[src/rtl/spi_access_sequencer_pkg.sv]
// Shared definitions for the SPI access sequencer: spi_controller register map,
// CONTROL/STATUS bit fields and the sequencer state encoding.
package spi_access_sequencer_pkg;

    localparam logic [1:0] SPI_ADDR_CONTROL = 2'd0;
    localparam logic [1:0] SPI_ADDR_STATUS  = 2'd1;
    localparam logic [1:0] SPI_ADDR_TXDATA  = 2'd2;
    localparam logic [1:0] SPI_ADDR_RXDATA  = 2'd3;

    localparam int CTRL_START_BIT = 0;
    localparam int CTRL_CPOL_BIT  = 1;
    localparam int CTRL_CPHA_BIT  = 2;
    localparam int CTRL_LEN_LSB   = 3;
    localparam int CTRL_LEN_W     = 8;
    localparam int CTRL_DIV_LSB   = 11;
    localparam int CTRL_DIV_W     = 8;

    localparam int STATUS_READY_BIT = 0;

    typedef enum logic [3:0] {
        ST_IDLE    = 4'd0,
        ST_WR_TX   = 4'd1,
        ST_WR_CTRL = 4'd2,
        ST_WAIT    = 4'd3,
        ST_RD_STAT = 4'd4,
        ST_CHK     = 4'd5,
        ST_RD_RX   = 4'd6,
        ST_CAP     = 4'd7,
        ST_DONE    = 4'd8
    } seq_state_e;

endpackage

[src/rtl/spi_access_sequencer_rr_arbiter.sv]
// Combinational round-robin picker: first set request searching upward from
// ptr+1, wrapping modulo NUM_REQ, so the last winner has lowest priority.
module spi_access_sequencer_rr_arbiter #(
    parameter int NUM_REQ = 4,
    parameter int IDX_W   = 2
) (
    input  logic [NUM_REQ-1:0] req,
    input  logic [IDX_W-1:0]   ptr,
    output logic               any,
    output logic [IDX_W-1:0]   idx
);

    always_comb begin
        int c;
        any = 1'b0;
        idx = '0;
        c   = 0;
        // Walk from farthest to nearest so the nearest set bit wins.
        for (int k = NUM_REQ; k >= 1; k--) begin
            c = (int'(ptr) + k) % NUM_REQ;
            if (req[IDX_W'(c)]) begin
                any = 1'b1;
                idx = IDX_W'(c);
            end
        end
    end

endmodule

[src/rtl/spi_access_sequencer.sv]
// Shares one spi_controller between NUM_REQ clients: round-robin grant, then a
// full TX-write / start / poll / RX-read job on the Avalon-MM master port.
module spi_access_sequencer
    import spi_access_sequencer_pkg::*;
#(
    parameter int NUM_REQ        = 4,
    parameter int IDX_W          = 2,
    parameter int SETTLE_CYCLES  = 4,
    parameter int TIMEOUT_CYCLES = 65535
) (
    input  logic                   avmm_clk,
    input  logic                   avmm_reset_n,
    input  logic [NUM_REQ-1:0]     req,
    input  logic [NUM_REQ*32-1:0]  req_cfg,
    input  logic [NUM_REQ*32-1:0]  req_txdata,
    output logic [NUM_REQ-1:0]     ack,
    output logic [31:0]            rsp_rxdata,
    output logic                   rsp_err,
    output logic                   busy,
    output logic [IDX_W-1:0]       grant_idx,
    output logic                   m_cs,
    output logic [1:0]             m_addr,
    output logic                   m_write,
    output logic [31:0]            m_writedata,
    output logic                   m_read,
    input  logic [31:0]            m_readdata
);

    localparam logic [15:0] SETTLE_LAST = 16'(SETTLE_CYCLES - 1);
    localparam logic [15:0] TIMEOUT_LIM = 16'(TIMEOUT_CYCLES);

    seq_state_e        state_q, state_d;
    logic [IDX_W-1:0]  grant_idx_q, grant_idx_d;
    logic [IDX_W-1:0]  ptr_q, ptr_d;
    logic [31:0]       cfg_q, cfg_d;
    logic [31:0]       tx_q, tx_d;
    logic [15:0]       cnt_q, cnt_d;
    logic [31:0]       rx_q, rx_d;
    logic              err_q, err_d;

    logic              arb_any;
    logic [IDX_W-1:0]  arb_idx;
    logic [31:0]       cfg_sel;
    logic [31:0]       tx_sel;

    spi_access_sequencer_rr_arbiter #(
        .NUM_REQ (NUM_REQ),
        .IDX_W   (IDX_W)
    ) u_arb (
        .req (req),
        .ptr (ptr_q),
        .any (arb_any),
        .idx (arb_idx)
    );

    always_comb begin
        cfg_sel = '0;
        tx_sel  = '0;
        for (int i = 0; i < NUM_REQ; i++) begin
            if (arb_idx == IDX_W'(i)) begin
                cfg_sel = req_cfg[32*i +: 32];
                tx_sel  = req_txdata[32*i +: 32];
            end
        end
    end

    always_comb begin
        state_d     = state_q;
        grant_idx_d = grant_idx_q;
        ptr_d       = ptr_q;
        cfg_d       = cfg_q;
        tx_d        = tx_q;
        cnt_d       = cnt_q;
        rx_d        = rx_q;
        err_d       = err_q;
        m_cs        = 1'b0;
        m_addr      = '0;
        m_write     = 1'b0;
        m_writedata = '0;
        m_read      = 1'b0;
        ack         = '0;

        // One counter serves both the settle wait and the ready timeout.
        if ((state_q inside {ST_WAIT, ST_RD_STAT, ST_CHK}) && (cnt_q != '1)) begin
            cnt_d = cnt_q + 16'd1;
        end

        case (state_q)
            ST_IDLE: begin
                if (arb_any) begin
                    grant_idx_d = arb_idx;
                    ptr_d       = arb_idx;
                    cfg_d       = cfg_sel;
                    tx_d        = tx_sel;
                    err_d       = 1'b0;
                    state_d     = ST_WR_TX;
                end
            end
            ST_WR_TX: begin
                m_cs        = 1'b1;
                m_addr      = SPI_ADDR_TXDATA;
                m_write     = 1'b1;
                m_writedata = tx_q;
                state_d     = ST_WR_CTRL;
            end
            ST_WR_CTRL: begin
                m_cs        = 1'b1;
                m_addr      = SPI_ADDR_CONTROL;
                m_write     = 1'b1;
                m_writedata = cfg_q | (32'd1 << CTRL_START_BIT);
                cnt_d       = '0;
                state_d     = ST_WAIT;
            end
            ST_WAIT: begin
                if (cnt_q >= SETTLE_LAST) begin
                    state_d = ST_RD_STAT;
                end
            end
            ST_RD_STAT: begin
                m_cs    = 1'b1;
                m_addr  = SPI_ADDR_STATUS;
                m_read  = 1'b1;
                state_d = ST_CHK;
            end
            ST_CHK: begin
                if (m_readdata[STATUS_READY_BIT]) begin
                    state_d = ST_RD_RX;
                end else if (cnt_q >= TIMEOUT_LIM) begin
                    err_d   = 1'b1;
                    rx_d    = '0;
                    state_d = ST_DONE;
                end else begin
                    state_d = ST_RD_STAT;
                end
            end
            ST_RD_RX: begin
                m_cs    = 1'b1;
                m_addr  = SPI_ADDR_RXDATA;
                m_read  = 1'b1;
                state_d = ST_CAP;
            end
            ST_CAP: begin
                rx_d    = m_readdata;
                state_d = ST_DONE;
            end
            ST_DONE: begin
                ack[grant_idx_q] = 1'b1;
                state_d          = ST_IDLE;
            end
            default: begin
                state_d = ST_IDLE;
            end
        endcase
    end

    always_ff @(posedge avmm_clk or negedge avmm_reset_n) begin
        if (!avmm_reset_n) begin
            state_q     <= ST_IDLE;
            grant_idx_q <= '0;
            ptr_q       <= IDX_W'(NUM_REQ - 1);
            cfg_q       <= '0;
            tx_q        <= '0;
            cnt_q       <= '0;
            rx_q        <= '0;
            err_q       <= 1'b0;
        end else begin
            state_q     <= state_d;
            grant_idx_q <= grant_idx_d;
            ptr_q       <= ptr_d;
            cfg_q       <= cfg_d;
            tx_q        <= tx_d;
            cnt_q       <= cnt_d;
            rx_q        <= rx_d;
            err_q       <= err_d;
        end
    end

    assign busy       = (state_q != ST_IDLE);
    assign rsp_err    = (state_q == ST_DONE) && err_q;
    assign rsp_rxdata = rx_q;
    assign grant_idx  = grant_idx_q;

endmodule

[config.mk]
export PLATFORM = sky130hd
export DESIGN_NAME = spi_access_sequencer
export DESIGN_NICKNAME = d
export VERILOG_FILES = /design/src/rtl/spi_access_sequencer_pkg.sv /design/src/rtl/spi_access_sequencer_rr_arbiter.sv /design/src/rtl/spi_access_sequencer.sv
export SDC_FILE = /design/constraint.sdc
export NUM_CORES = 1
export LEC_CHECK = 0
export CAP_MARGIN = 20
export CORE_AREA = 2 2 169 121
export CTS_CLUSTER_DIAMETER = 80
export DETAILED_ROUTE_END_ITERATION = 8
export DIE_AREA = 0 0 171 123
export GPL_TIMING_DRIVEN = 0
export MAX_ROUTING_LAYER = met4
export PLACE_DENSITY = 0.84
export SYNTH_ARGS = -nofsm -noshare
export SYNTH_HDL_FRONTEND = slang
export SYNTH_HIERARCHICAL = 1
export SYNTH_SLANG_ARGS = --single-unit
[constraint.sdc]
create_clock -name avmm_clk -period 2.3 [get_ports avmm_clk]
set_clock_uncertainty 0.05 [all_clocks]
set_input_delay 0.46 -clock avmm_clk [delete_from_list [all_inputs] [get_ports avmm_clk]]
set_output_delay 0.46 -clock avmm_clk [all_outputs]
set_load 0.05 [all_outputs]
==> results of run 1 <==
## routing by layer
layer	part of all wire, %	up-vias
met5	0	-
met4	3.0	0
met3	6.7	67
met2	49	324
met1	42	3513
li1	-	2916
## cells in the mapped netlist (3+ instances only)
cell type	number	area share, %
and2_1	3	0.27
dfrtp_1	118	43
and4_1	5	0.63
or2_2	5	0.45
buf_6	5	0.81
and3_1	4	0.36
nand2b_1	6	0.54
o211ai_1	3	0.33
o31a_1	3	0.38
o31ai_1	7	0.76
clkbuf_1	20	1.1
nand3_1	7	0.51
a22o_1	64	8.1
nor2_1	13	0.71
buf_2	16	1.2
nand4_1	5	0.45
nor3_1	6	0.43
o21a_1	3	0.33
mux2_2	62	10
inv_1	5	0.27
mux4_2	63	21
nand2_1	32	1.7
mux2i_1	7	1.0
a21oi_1	8	0.58
nor4_1	6	0.54
or4_1	4	0.43
## worst register-to-register path, delay by kind of cell, from the launching register on
family	cells	cell delay [ps]
flops	1	580
simple gates	1	140
buf+inv	3	400
mux	2	820
compound gates	2	330
## state kept, by name, summed over array words and instances (netlist names)
name,cells
rsp_rxdata,32
tx_q,32
cfg_q,31
cnt_q,16
state_q,4
grant_idx,2
ptr_q,2
err_q,1
## area by class of cell
type	count	share of cell area, %
antenna	4	0.0762
sequential	120	22.9
clock inverter	15	1.21
timing repair buffer	411	33.8
clock buffer	17	3.24
tap	270	2.57
inverter	5	0.143
multi-input combinational	342	32.2
buffer	42	3.88
## cell families (layout without fill, tap and decap cells)
group                    after synthesis  in the layout  share of synthesized area [%]
multiplexers                         132            132                           31.7
flip-flops                           120            120                           43.5
AND/OR/NAND/NOR                      109            109                           9.20
AO/OA/AOI/OAI                         99             99                           11.8
buffers and inverters                 48            490                           3.51
adder cells (fa/ha/maj)                1              1                          0.181
XOR/XNOR                               1              1                          0.127
other                                  0              4                              0
## final timing paths
path                       slack, ps        endpoint  cells after the start
max reg2reg                     -140       cfg_q[26]                      8
max                             -240  m_writedata[4]                      7
min reg2reg                      440  rsp_rxdata[18]                      1
min                              440  rsp_rxdata[18]                      1
max in group asynchronous        940        ptr_q[0]                      3
min in group asynchronous        510       cfg_q[20]                      2
## report_power, final
| part | internal (mW) | switching, mW | leakage, nW |
|---|---|---|---|
| clock network | 1.53 | 1.14 | 0.282 |
| registers | 3.08 | 0.751 | 1.47 |
| logic | 6.06 | 5.85 | 3.81 |
## through the flow
step           instance area [µm²]  hold slack [ps]  total power [mW]
2_1_floorplan                 6960              114              9.52
3_3_place_gp                 11000              413              12.4
3_5_place_dp                 11000              401              12.5
4_1_cts                      12900              445              17.8
5_1_grt                      13100              457              19.1
6_report                     13100              445              18.4
## cells in the final DEF, fill, tap and decap left out, drive strengths merged, types with 2 or more instances in the layout
| cell type | n |
|---|---|
| mux2 | 62 |
| o21a | 3 |
| and3 | 4 |
| nor4b | 2 |
| and4 | 5 |
| nor4 | 7 |
| dfrtp | 118 |
| nor3b | 2 |
| dlygate4sd2 | 2 |
| nand4 | 6 |
| nand2b | 6 |
| clkinvlp | 2 |
| clkdlybuf4s50 | 318 |
| mux4 | 63 |
| o31a | 3 |
| dfstp | 2 |
| clkbuf | 48 |
| diode | 4 |
| o31ai | 7 |
| nor3 | 6 |
| and2 | 3 |
| mux2i | 7 |
| nand2 | 32 |
| clkinv | 4 |
| dlymetal6s2s | 2 |
| nor2 | 13 |
| o211ai | 3 |
| nand3b | 2 |
| inv | 13 |
| a21oi | 10 |
| nand3 | 7 |
| o21ai | 3 |
| a22o | 64 |
| or2 | 5 |
| buf | 99 |
| or4 | 4 |
## timing repair
item,CTS,global route
gates resized for setup,486,74
pin swaps,28,11
hold buffers,1,0
endpoints found under the hold margin,50,0
setup buffers,25,11
setup endpoints to repair,135,138
gates cloned,11,2
==> impl_metrics.ini, run 1 <==
[yosys]
syn_avg_cell_area_um2 = 13.5
synth_cells = 510
synth_area_mm2 = 0.00691
synth_cell_types = 52
ys.flop_type = dfrtp_1
synth_nets = 805
yosysWarnings = 6
synth_edf_count = 0
ys_ff_latch = 120
async_flop_share_pct = 100
ys_seq_area_share_pct = 43.5

[drt]
vias = 6820
drt-initial-drc-count = 434
drc = 0
drt.antenna.violating_nets = 0
wirelength_um = 29400
via_per_inst = 5.56
routedWlPerCell_um = 24.0
dr.pass1.iters = 4

[finish]
fin_util_pct = 67.5
layout.area.seq_mm2 = 0.00301
stdcell_count = 1226
nets = 1234
filler_cell_count = 1377
multi_input_area_mm2 = 0.00423
area_growth_pct = 90.2
drive_above_1_share_pct = 36.3

[worst_setup_path]
crit_path_frequent_cell = buf_8
path_cells = buf_8 > nor4b_4 > buf_4 > buf_6 > clkbuf_16 > a22o_4 > buf_8
rr_startpoint = ptr_q[1]
crit_path_max_incr_delay_ps = 400
worstSetupPathType = reg -> out
cp_slowest_cell = dfrtp_1
start_kind = flip-flop
path_buf_inv = 5
critPathLaunch = state_q[3]
crit_path_end_kind = output port
crit_family = buffers and inverters
crit_fanout = 6
cp.arrival_ps = 2030
worst_ep_required_time_ps = 1790

[timing]
finalCritPeriodShare_pct = 110
min_period_ps = 2540
finalSetupTns_ps = -11510
fmax_mhz = 394
drv_slew = 0
worstMarginPinSlew_ps = 819
fin_ws_ps = -237
rsz0062_at_grt = yes
maxSlewHeadroom_pct = 45.4
hold_viol = 0
finalSetupViolations = 95

[hold_path]
worstHoldStart = rsp_rxdata[18]
min_path_type = reg -> reg

[global_route]
antenna_found_initial = 4
use_met3_pct = 7.52
met2_usage_pct = 44.3
grt_util_met1_pct = 35.5
grt_usage_pct = 28.2
grt_pass1_wl_um = 42200
grt_overflow = 0
top_usage_layer = met2
grt_pass1_vias = 7068
grt_max_degree = 71

[run]
drv_cap = 0

[die]
coreArea_mm2 = 0.0195
start_util_pct = 35.5
die_x_um = 171
io_pins = 371
dieArea_mm2 = 0.0210
std_cell_rows = 43
chipHeight_um = 123

[clock_network]
cts_buffer_depth = 2
path_clk_slew_ps = 70
clk_latency_ps = 420
numCtsBuffers = 17
clock-sinks = 120
root_buffer = clkbuf_16
cts_tree = yes
htree_levels = 4

[run_status]
status = finished, violations left
violations = setup timing

[placed_design]
placedCellCount = 1147
pre_cts_slack_ps = -1480
gp_congestion = 0.890
hpwlAfterDp_um = 19900
io_buffers = 366

[power]
power_density_mw_per_mm2 = 1400
p_leak_nw = 5.57
ir_drop_v = 0.000700
No activity file was read; power rests on OpenSTA's default activity.
==> inputs of run 2 (changes only) <==
Settings changed: CORE_AREA 2 2 169 121 to 2 2 153 140, CTS_CLUSTER_SIZE set to 25, DIE_AREA 0 0 171 123 to 0 0 155 142, SYNTH_HIERARCHICAL 1 to not set.
==> impl_metrics.ini, run 2 <==
[clock_network]
clock-sinks = 120
cts_buffer_depth = 2
clk_latency_ps = 420
cts_tree = yes
path_clk_slew_ps = 60
root_buffer = clkbuf_16
numCtsBuffers = 17
htree_levels = 4

[global_route]
grt_usage_pct = 30.6
grt_pass1_wl_um = 49100
antenna_found_initial = 4
grt_pass1_vias = 8574
grt_max_degree = 85
grt_overflow = 0

[yosys]
synth_area_mm2 = 0.00739
yosys-top-cells-area = dfrtp_1 (40%), mux2_2 (9.6%), nand3_1 (9.0%), mux2i_1 (8.9%), a221o_1 (8.5%)
synth_cell_types = 54
syn_avg_cell_area_um2 = 10.3
synth_nets = 1015
synth_edf_count = 0
synth_common_cells = nand3_1 (133), dfrtp_1 (118), mux2i_1 (66), a221o_1 (63), mux2_2 (63)
yosysTopAreaCellShare_pct = 39.9
synth_cells = 720
synth_most_common_cell = nand3_1
async_flop_share_pct = 100
yosys.area.top_type = dfrtp_1
ys_ff_latch = 120
ys.flop_type = dfrtp_1
ys_seq_area_share_pct = 40.6
yosysWarnings = 0

[timing]
hold_viol = 0
fin_ws_ps = -251
worst_hold_slack_ps = 446
drv_slew = 0
finalSetupViolations = 97
maxSlewHeadroom_pct = 54.7
min_period_ps = 2550
rsz0062_at_grt = yes
fmax_mhz = 392
finalCritPeriodShare_pct = 111
worstMarginPinSlew_ps = 672

[die]
coreArea_mm2 = 0.0205
start_util_pct = 36.1
std_cell_rows = 50
die_x_um = 155
io_pins = 371
chipHeight_um = 142
dieArea_mm2 = 0.0220

[worst_setup_path]
path_cells = buf_8 > nor4b_4 > buf_6 > buf_6 > a22o_2 > buf_8
critPathLaunch = state_q[0]
worstSetupPathType = reg -> out
start_kind = flip-flop
path_buf_inv = 4
crit_fanout = 5
rr_startpoint = cnt_q[0]
cp_slowest_cell = dfrtp_2
crit_family = buffers and inverters
crit_path_end_kind = output port
cp.arrival_ps = 2040
crit_path_max_incr_delay_ps = 440
worst_ep_required_time_ps = 1790

[drt]
via_per_inst = 5.89
wl_met2_um = 17900
met1_length_um = 13100
top_layer = met4
dr.pass1.iters = 5
drt-initial-drc-count = 699
drt.antenna.violating_nets = 0
vias = 8436
routedWlPerCell_um = 24.8
drc = 0
met3_length_um = 2990
wirelength_um = 35500

[placed_design]
pre_cts_slack_ps = -1390
hpwlAfterDp_um = 24500
placed_area_mm2 = 0.0115
gp_congestion = 0.947
io_buffers = 366

[run_status]
status = finished, violations left
violations = setup timing

[power]
p_int_mw = 10.7
power.share.clock_pct = 16.6
ir_drop_v = 0.000719
p_leak_nw = 6.09
power_density_mw_per_mm2 = 1350
p_comb_share_pct = 64.0
power_frac_seq_pct = 19.5
switching_share_pct = 43.4
switchingPower_mw = 8.18

[finish]
area_growth_pct = 88.7
final_area_mm2 = 0.0140
nets = 1451
final_cell_mix = clkdlybuf4s50_1 (320), nand3_1 (131), dfrtp_1 (111), a221o_1 (63), mux2i_1 (62)
drive_above_1_share_pct = 29.2
final_common_cell = clkdlybuf4s50_1

[run]
drv_cap = 0

[hold_path]
min_path_type = in -> async
-- run 2: cell count changes after synthesis, sizes merged, moves of 4 or more --
| cell | delta |
|---|---|
| a221o | +63 |
| xor2 | +5 |
| o31ai | -4 |
| nor2 | +8 |
| a21oi | -4 |
| and4 | -5 |
| mux4 | -63 |
| nand3 | +127 |
| mux2i | +59 |
| nand2 | -13 |
| clkbuf | +31 |
-- run 2: worst register-to-register path, cell delays in order, from the launching register on --
cell     delay, ps
dfrtp_1        370
ha_2           200
nand2_2         60
or3_4          350
o31a_1         340
or3b_4         420
buf_12         170
buf_8          140
a22o_1         230
-- run 2: cell families after synthesis --
kind of cell | count (synthesis) | synth area share (%)
buf+inv | 85 | 5.30
flops | 120 | 40.6
xor+xnor | 7 | 0.829
compound gates | 161 | 19.3
fa+ha+maj | 1 | 0.169
mux | 129 | 18.5
simple gates | 217 | 15.2
-- run 2: worst paths after layout --
check | to | slack [ps] | cells after the start
min reg2reg | err_q | 450 | 1
max in group asynchronous | tx_q[7] | 970 | 3
min in group avmm_clk | err_q | 450 | 1
max | m_writedata[19] | -250 | 6
min | rsp_rxdata[4] | 450 | 2
max reg2reg | rsp_rxdata[3] | -140 | 8
-- run 2: layout make-up --
cell class / instances / area (µm²)
Inverter: 8 / 30.0
Fill cell: 1483 / 6500
Multi-Input combinational cell: 515 / 4590
Clock inverter: 14 / 245
Tap cell: 260 / 325
Buffer: 70 / 768
Timing Repair Buffer: 424 / 4550
Clock buffer: 18 / 429
Sequential cell: 120 / 3010
Antenna cell: 4 / 10.0
-- run 2: per-stage QoR --
step | std cells | utilization [%] | TNS, ps | total power [mW]
finish | 1433 | 68.2 | -10550 | 18.9
global route | 1433 | 68.2 | -18060 | 19.5
CTS | 1411 | 64.0 | -7050 | 17.3
detailed placement | 1347 | 56.1 | -114950 | 12.6
global placement | 1346 | 55.9 | -585890 | 12.4
floorplan | 720 | - | -154 | 9.32
-- run 2: per-layer routing --
layer / up-vias / GRT usage (%)
met3: 105 / 7.19
met5: - / -
met1: 4139 / 34.8
met4: 0 / 12.9
li1: 3689 / -
met2: 503 / 52.1
-- run 2: timing repair --
action	in CTS	in global routing
hold buffers	1	0
gates resized for setup	449	166
pin swaps	10	67
endpoints found under the setup margin	146	143
gates cloned	5	10
endpoints found under the hold margin	36	0
buffers inserted	29	14
-- run 2: power by group through the flow --
stage	Sequential (mW)	Combinational [mW]	Clock, mW
5_1_grt	3.73	12.5	3.25
3_5_place_dp	3.55	9.08	0
2_1_floorplan	4.03	5.29	0
3_3_place_gp	3.51	8.91	0
6_report	3.67	12.1	3.12
4_1_cts	3.57	10.6	3.12
